<file path="src/rtl/mem_pkg.sv">
// Shared constants for the data-memory access path: Funct3 access sizes and controller states.
package mem_pkg;

  localparam logic [2:0] F3_B  = 3'b000;
  localparam logic [2:0] F3_H  = 3'b001;
  localparam logic [2:0] F3_W  = 3'b010;
  localparam logic [2:0] F3_BU = 3'b100;
  localparam logic [2:0] F3_HU = 3'b101;

  typedef enum logic [1:0] {IDLE, BUSY, DONE} MemState;

endpackage

</file>
<file path="src/rtl/mem_access_unit_store_aligner.sv">
// Builds lane-replicated store data and byte enables from size and byte offset, and flags misaligned sizes.
module store_aligner
  import mem_pkg::*;
(
  input  logic [2:0]  Funct3M,
  input  logic [1:0]  byteOffset,
  input  logic [31:0] StoreDataM,
  output logic [31:0] wdata,
  output logic [3:0]  be,
  output logic        misalign
);

  // Unlisted encodings fall through to word behaviour.
  always_comb begin
    wdata    = StoreDataM;
    be       = 4'b1111;
    misalign = 1'b0;
    case (Funct3M)
      F3_B, F3_BU: begin
        wdata = {4{StoreDataM[7:0]}};
        be    = 4'b0001 << byteOffset;
      end
      F3_H, F3_HU: begin
        wdata    = {2{StoreDataM[15:0]}};
        be       = byteOffset[1] ? 4'b1100 : 4'b0011;
        misalign = byteOffset[0];
      end
      default: misalign = |byteOffset;
    endcase
  end

endmodule

</file>
<file path="src/rtl/mem_access_unit.sv">
// Memory-stage load/store controller: IDLE -> BUSY (req until ready) -> DONE, stalling the pipeline meanwhile.
// Optional MEM_TIMEOUT_EN aborts a BUSY access after TIMEOUT_CYCLES cycles without mem_ready and pulses FaultM.
module mem_access_unit
  import mem_pkg::*;
#(
  parameter int ADDR_W         = 32,
  parameter int TIMEOUT_CYCLES = 255
) (
  input  logic              clk,
  input  logic              reset,
  input  logic              MemReadM,
  input  logic              MemWriteM,
  input  logic [2:0]        Funct3M,
  input  logic [ADDR_W-1:0] ALUOutM,
  input  logic [31:0]       StoreDataM,
  output logic              mem_req,
  output logic              mem_we,
  output logic [ADDR_W-1:0] mem_addr,
  output logic [31:0]       mem_wdata,
  output logic [3:0]        mem_be,
  input  logic              mem_ready,
  input  logic [31:0]       mem_rdata,
  output logic [31:0]       DataMemOutM,
  output logic              StallM,
  output logic              MisalignM,
  output logic              FaultM
);

  MemState     state, nextState;
  logic        access, misalign, startAccess, timeoutHit;
  logic [31:0] alignedWdata;
  logic [3:0]  alignedBe;
  logic [1:0]  offsetReg;

  store_aligner uAligner (
    .Funct3M    (Funct3M),
    .byteOffset (ALUOutM[1:0]),
    .StoreDataM (StoreDataM),
    .wdata      (alignedWdata),
    .be         (alignedBe),
    .misalign   (misalign)
  );

  assign access      = MemReadM | MemWriteM;
  assign startAccess = !reset && (state == IDLE) && access && !misalign;
  assign mem_req     = (state == BUSY);
  assign StallM      = startAccess || (state == BUSY);
  assign MisalignM   = !reset && (state == IDLE) && access && misalign;

`ifdef MEM_TIMEOUT_EN
  localparam int CNT_W = ($clog2(TIMEOUT_CYCLES + 1) > 8) ? $clog2(TIMEOUT_CYCLES + 1) : 8;
  logic [CNT_W-1:0] waitCnt;
  logic             faultReg;

  assign timeoutHit = (state == BUSY) && !mem_ready && (waitCnt == CNT_W'(TIMEOUT_CYCLES - 1));
  assign FaultM     = faultReg;

  // Counts BUSY cycles without a response; FaultM is high during the DONE cycle that follows an abort.
  always_ff @(posedge clk or posedge reset) begin
    if (reset) begin
      waitCnt  <= '0;
      faultReg <= 1'b0;
    end else begin
      faultReg <= timeoutHit;
      if (startAccess)
        waitCnt <= '0;
      else if (state == BUSY && !mem_ready)
        waitCnt <= waitCnt + 1'b1;
    end
  end
`else
  assign timeoutHit = 1'b0;
  assign FaultM     = 1'b0;
`endif

  always_ff @(posedge clk or posedge reset) begin
    if (reset) state <= IDLE;
    else       state <= nextState;
  end

  // DONE is a mandatory one-cycle gap so the still-present instruction is not issued twice.
  always_comb begin
    nextState = state;
    case (state)
      IDLE:    if (startAccess) nextState = BUSY;
      BUSY:    if (mem_ready || timeoutHit) nextState = DONE;
      DONE:    nextState = IDLE;
      default: nextState = IDLE;
    endcase
  end

  // Request fields are frozen on issue so they stay stable while the memory holds off.
  always_ff @(posedge clk or posedge reset) begin
    if (reset) begin
      mem_addr    <= '0;
      mem_we      <= 1'b0;
      mem_be      <= 4'b0000;
      mem_wdata   <= '0;
      offsetReg   <= 2'b00;
      DataMemOutM <= '0;
    end else begin
      if (startAccess) begin
        mem_addr  <= {ALUOutM[ADDR_W-1:2], 2'b00};
        mem_we    <= MemWriteM;
        mem_be    <= MemWriteM ? alignedBe : 4'b1111;
        mem_wdata <= alignedWdata;
        offsetReg <= ALUOutM[1:0];
      end
      if (state == BUSY && mem_ready && !mem_we)
        DataMemOutM <= mem_rdata >> {offsetReg, 3'b000};
    end
  end

endmodule

</file>
<file path="config.mk">
export PLATFORM = sky130hd
export DESIGN_NAME = mem_access_unit
export DESIGN_NICKNAME = d
export VERILOG_FILES = /design/src/rtl/mem_pkg.sv /design/src/rtl/mem_access_unit_store_aligner.sv /design/src/rtl/mem_access_unit.sv
export SDC_FILE = /design/constraint.sdc
export NUM_CORES = 1
export LEC_CHECK = 0
export BUFFER_PORTS_ARGS = -buffer_cell sky130_fd_sc_hd__clkbuf_2
export CAP_MARGIN = 30
export CORE_ASPECT_RATIO = 1.2
export CORE_MARGIN = 2
export CORE_UTILIZATION = 49
export CTS_BUF_LIST = sky130_fd_sc_hd__clkbuf_16
export DETAILED_ROUTE_END_ITERATION = 8
export PLACE_DENSITY_LB_ADDON = 0.2
export SYNTH_ARGS = -nofsm -noshare
export SYNTH_HDL_FRONTEND = slang
export SYNTH_SLANG_ARGS = --single-unit
</file>
<file path="constraint.sdc">
create_clock -name clk -period 3.3 [get_ports clk]
set_input_delay 0.165 -clock clk [delete_from_list [all_inputs] [get_ports clk]]
set_output_delay 0.165 -clock clk [all_outputs]
set_load 0.1 [all_outputs]
</file>
==> impl_metrics.csv, run 1 <==
group,metric,value,unit
setup_path,rr_worst_depth,5,
synth,ys_warn_count,0,
min_path,hold_path.class,"primary input to flip-flop",
clock_tree,cts-root-buf,"clkbuf_16",
setup_path,cp.required,3130,ps
routing,viasPerCell,5.16,
place,io_buffers,204,
finish,area_delta_synth_final,27.0,%
min_path,hold_path.startpoint,"ALUOutM[27]",
min_path,hold_path_end,"mem_addr[27]",
floorplanning,io_pins,209,
finish,nNetsFinal,687,
routing,initialDrtViolationCount,114,
synth,syn_inst,386,
timing,setup_viol,0,
routing,num_vias,3681,
routing,wl,11500,um
synth,netlist_area,5090,sq um
global_route,grt_max_degree,74,
synth,ys_types,28,
finish,final_common_cell,"clkbuf_2",
synth,avgSynthCellArea,13.2,sq um
setup_path,r2r_setup_slack,1260,ps
synth,yosysSeqAreaShare,0.507,
floorplanning,num_rows,40,
clock_tree,clockBufferDepth,2,
timing,finalCritPeriodShare,0.723,
floorplanning,initial_core_util,0.506,
routing,first_pass_iters,4,
finish,multiInputGateArea,2240,sq um
place,dp_slack,1100,ps
setup_path,critPathCaptureType,"output pin",
routing,ant_nets,0,
timing,fin_ws,913,ps
setup_path,reg2reg_from,"offsetReg[1]",
synth,synth_ff_type,"dfrtp_1",
floorplanning,die_h,116,um
synth,synth-edff-count,0,
clock_tree,path_clk_slew,70,ps
clock_tree,clk_latency,340,ps
timing,drv_slew,0,
synth,async_flop_share,1.00,
floorplanning,coreArea,10100,sq um
clock_tree,h-tree-depth,3,
setup_path,path_max_fanout,51,
setup_path,path_class,"primary input to output pin",
synth,ys_ff_latch,103,
finish,n_fill_cell,809,
routing,drc_errors,0,
clock_tree,cts.sinks,103,
timing,fmax,0.419,GHz
timing,max_slew_margin,0.409,
finish,register_area,2580,sq um
job,cap_viol_max_count,0,
timing,clock_skew,9.27,ps
finish,antenna_cells,0,
timing,rsz0062_at_grt,"false",
floorplanning,dieArea,11200,sq um
floorplanning,die_w,97.0,um
setup_path,reg2reg_to,"DataMemOutM[6]",
setup_path,cp-start-kind,"primary input",
global_route,antenna_found_initial,0,
place,hpwl,8410,um
clock_tree,cts_tree,"built",
routing,wire_per_inst,16.2,um
outcome,status,"complete, no violations",
finish,final_cell_mix,"clkbuf_2 (203), dfrtp_1 (103), mux2_4 (68), nand2_1 (41), mux2i_1 (24)",
setup_path,critPathArrivalTime,2220,ps
global_route,grt_pass1_wl,18800,um
timing,hold_viol,0,
global_route,grt_pass1_vias,3706,
timing,worst_pin_slew,886,ps
min_path,holdPathStages,2,
clock_tree,cts_made_buffers,9,
finish,drive_above_1_share,0.532,
place,place_congestion,0.864,
global_route,overflow,0,
global_route,grt_util_all_layers,0.209,
timing,fin_tns_setup,0,ps
timing,period_minus_slack,2390,ps
-- repair_timing --
action | 4_1_cts | 5_1_grt
gates resized for setup | 0 | 0
hold buffers | 0 | 1
buffers inserted | 0 | 0
hold endpoints to repair | 0 | 19
-- per-stage QoR --
step                       util  std cells  hold WS (ps)  area, sq um
after global placement    0.605        696           397         6090
after CTS                 0.639        712          36.4         6420
after detailed placement  0.605        696           399         6090
after global routing      0.642        714          41.0         6460
final                     0.642        714          47.8         6460
after floorplan               -        388           292         5100
-- Yosys cell counts (2+ instances only) --
cell      number  area, sq um
mux2_2        15          169
mux2_1        10          113
dfrtp_1      103         2580
nand2_1       41          154
a211oi_1       8         60.1
mux2_4        68         1020
nor2b_1       12         75.1
inv_1          3         11.3
mux2i_1       24          240
buf_2          6         30.0
o21ai_1       16         80.1
o21ai_0       13         65.1
o31ai_1        8         60.1
clkbuf_1      10         37.5
a21oi_1       16         80.1
nor2_1        10         37.5
buf_4          4         30.0
buf_12         8          160
or2_1          2         12.5
-- area by class of cell --
type                    count  share of cell area
clock buffers               9              0.0348
clock inverters             7              0.0172
well taps                 126              0.0244
flip-flops and latches    103               0.399
inverters                   3             0.00213
multi-input cells         253               0.346
repair buffers            213               0.176
-- worst max-delay path: stages --
cell and delay, ps:
dlygate4sd3_1 540, clkbuf_2 130, nor3_1 160, o21ai_0 230
nor2b_4 200, buf_12 340, or2_1 220, buf_12 180
-- metal layers --
layer,wire length (um),global-route usage,vias to the layer above
li1,-,-,1734
met1,4840,0.268,1806
met2,5840,0.349,131
met3,743,0.0561,10
met4,127,0.0695,0
met5,0,0,-
-- kinds of logic after synthesis --
logic type	after synthesis	share of synthesized area
compound gates	63	0.0711
buf+inv	32	0.0551
flops	103	0.507
mux	117	0.303
other cells	1	0.000737
simple gates	70	0.0634
-- state kept, by name, summed over array words and instances, names as in the netlist --
name	cells
mem_addr	30
mem_be	4
offsetReg	2
mem_wdata	32
mem_we	1
DataMemOutM	32
state	2
-- worst max-delay path by stage --
stage | startpoint | endpoint | slack [ps] | cells after the start
2_1_floorplan | reset | DataMemOutM[0] | 430 | 1
3_3_place_gp | Funct3M[1] | StallM | 1110 | 7
3_5_place_dp | Funct3M[1] | StallM | 1100 | 7
4_1_cts | state[1] | StallM | 950 | 6
5_1_grt | reset | StallM | 780 | 8
6_report | reset | StallM | 910 | 8
Power of run 1 is not shown: default switching activity piles up to over one toggle a cycle in this logic, so the estimate is an artifact.
==> run 2: changes to the inputs <==
CORE_UTILIZATION = 44   (was 49)
clock period = 2 ns   (was 3.3 ns; I/O delays follow)
==> impl_metrics.csv, run 2 (same netlist as run 1, synthesis figures left out) <==
group,metric,value,unit
outcome,status,"complete, no violations",
finish,final_cell_mix,"clkbuf_2 (202), dfrtp_1 (103), mux2_4 (68), nand2_1 (41), dlygate4sd3_1 (28)",
floorplanning,dieArea,12400,sq um
routing,num_vias,3770,
timing,clock_skew,5.95,ps
global_route,grt_util_all_layers,0.199,
setup_path,path_max_fanout,10,
setup_path,path_class,"primary input to output pin",
place,hpwl,8880,um
floorplanning,die_w,102,um
routing,ant_nets,0,
timing,drv_slew,0,
timing,holdWs,10.0,ps
timing,period_minus_slack,1890,ps
routing,wire_per_inst,16.0,um
global_route,grt.met1_usage,0.252,
place,place_congestion,0.812,
timing,finalCritPeriodShare,0.946,
setup_path,rr_worst_depth,6,
global_route,overflow,0,
routing,drc_errors,0,
job,cap_viol_max_count,0,
routing,wl,12500,um
setup_path,cp-start-kind,"primary input",
clock_tree,cts-root-buf,"clkbuf_16",
clock_tree,clockBufferDepth,2,
routing,first_pass_iters,4,
timing,setup_viol,0,
setup_path,reg2reg_to,"mem_wdata[2]",
finish,reg_top3,"DataMemOutM: 32 flops, mem_wdata: 32 flops, mem_addr: 30 flops",
setup_path,reg2reg_from,"state[0]",
floorplanning,num_rows,43,
clock_tree,h-tree-depth,3,
clock_tree,path_clk_slew,70,ps
place,dp_slack,76.9,ps
clock_tree,clk_latency,340,ps
timing,fmax,0.529,GHz
min_path,holdPathStages,2,
finish,antenna_cells,0,
setup_path,critPathArrivalTime,1790,ps
clock_tree,cts_made_buffers,9,
setup_path,critPathCaptureType,"output pin",
floorplanning,initial_core_util,0.446,
clock_tree,cts_tree,"built",
floorplanning,die_h,122,um
timing,fin_ws,108,ps
place,io_buffers,204,
finish,n_fill_cell,993,
min_path,hold_path_end,"mem_addr[4]",
global_route,busiest_layer,"met2",
timing,hold_viol,0,
floorplanning,coreArea,11400,sq um
global_route,grt_use_met3,0.0499,
finish,drive_above_1_share,0.516,
global_route,grt_pass1_wl,19100,um
finish,fin_util,0.601,
finish,area_delta_synth_final,34.8,%
clock_tree,cts.sinks,103,
setup_path,cp.required,1900,ps
global_route,grt_pass1_vias,3830,
global_route,antenna_found_initial,0,
timing,fin_tns_setup,0,ps
setup_path,r2r_setup_slack,290,ps
finish,nNetsFinal,721,
timing,rsz0062_at_grt,"false",
min_path,hold_path.startpoint,"ALUOutM[4]",
timing,max_slew_margin,0.611,
finish,final_common_cell,"clkbuf_2",
routing,initialDrtViolationCount,109,
routing,viasPerCell,4.84,
global_route,met2_usage,0.329,
min_path,hold_path.class,"primary input to flip-flop",
global_route,grt_max_degree,57,
timing,worst_pin_slew,582,ps
floorplanning,io_pins,209,
==> run 2: cell types whose count changed in the layout (fill, tap and decap cells not counted), sizes merged <==
cell	before	now
inv	3	4
bufinv	3	0
clkinvlp	1	2
clkinv	3	4
dlygate4sd3	1	28
buf	9	16
==> run 2: layout make-up <==
class / instances / area [sq um] / area share
Timing Repair Buffer: 247 / 1550 / 0.226
Clock inverter: 7 / 32.5 / 0.00474
Inverter: 3 / 15.0 / 0.00219
Multi-Input combinational cell: 253 / 2260 / 0.330
Tap cell: 157 / 196 / 0.0286
Sequential cell: 103 / 2580 / 0.376
Clock buffer: 9 / 225 / 0.0328
==> run 2: metal layers <==
layer	part of all wire	wire length, um
met1	0.42	5220
met2	0.49	6140
met3	0.067	837
met4	0.021	265
met5	0	0
==> run 2: through the flow <==
| step | cells | cell area [sq um] |
|---|---|---|
| finish | 779 | 6860 |
| floorplan | 388 | 5110 |
| CTS | 777 | 6820 |
| global route | 779 | 6860 |
| global placement | 732 | 6270 |
| detailed placement | 732 | 6270 |
==> run 2: how the worst max path moves through the flow <==
stage	slack, ps	depth (start not counted)	startpoint	end
2_1_floorplan	-2	6	state[1]	StallM
3_3_place_gp	120	5	state[1]	mem_wdata[2]
3_5_place_dp	80	5	state[1]	mem_addr[14]
4_1_cts	30	6	state[1]	StallM
5_1_grt	40	8	reset	StallM
6_report	110	8	reset	StallM
==> run 2: timing repair <==
item	CTS	global route
setup buffers	1	1
pin swaps	0	1
endpoints found under the setup margin	1	1
endpoints found under the hold margin	48	0
gates cloned	0	1
resized for setup	3	1
hold buffers	28	0
==> run 2: critical path, cell delays in order <==
cell and delay, ps:
dlygate4sd3_1 540, clkbuf_2 150, nor3_4 210, o21ai_2 110, nor2b_4 170, buf_12 160, or2_1 160, buf_12 180
Power of run 2 is left out for the same reason.
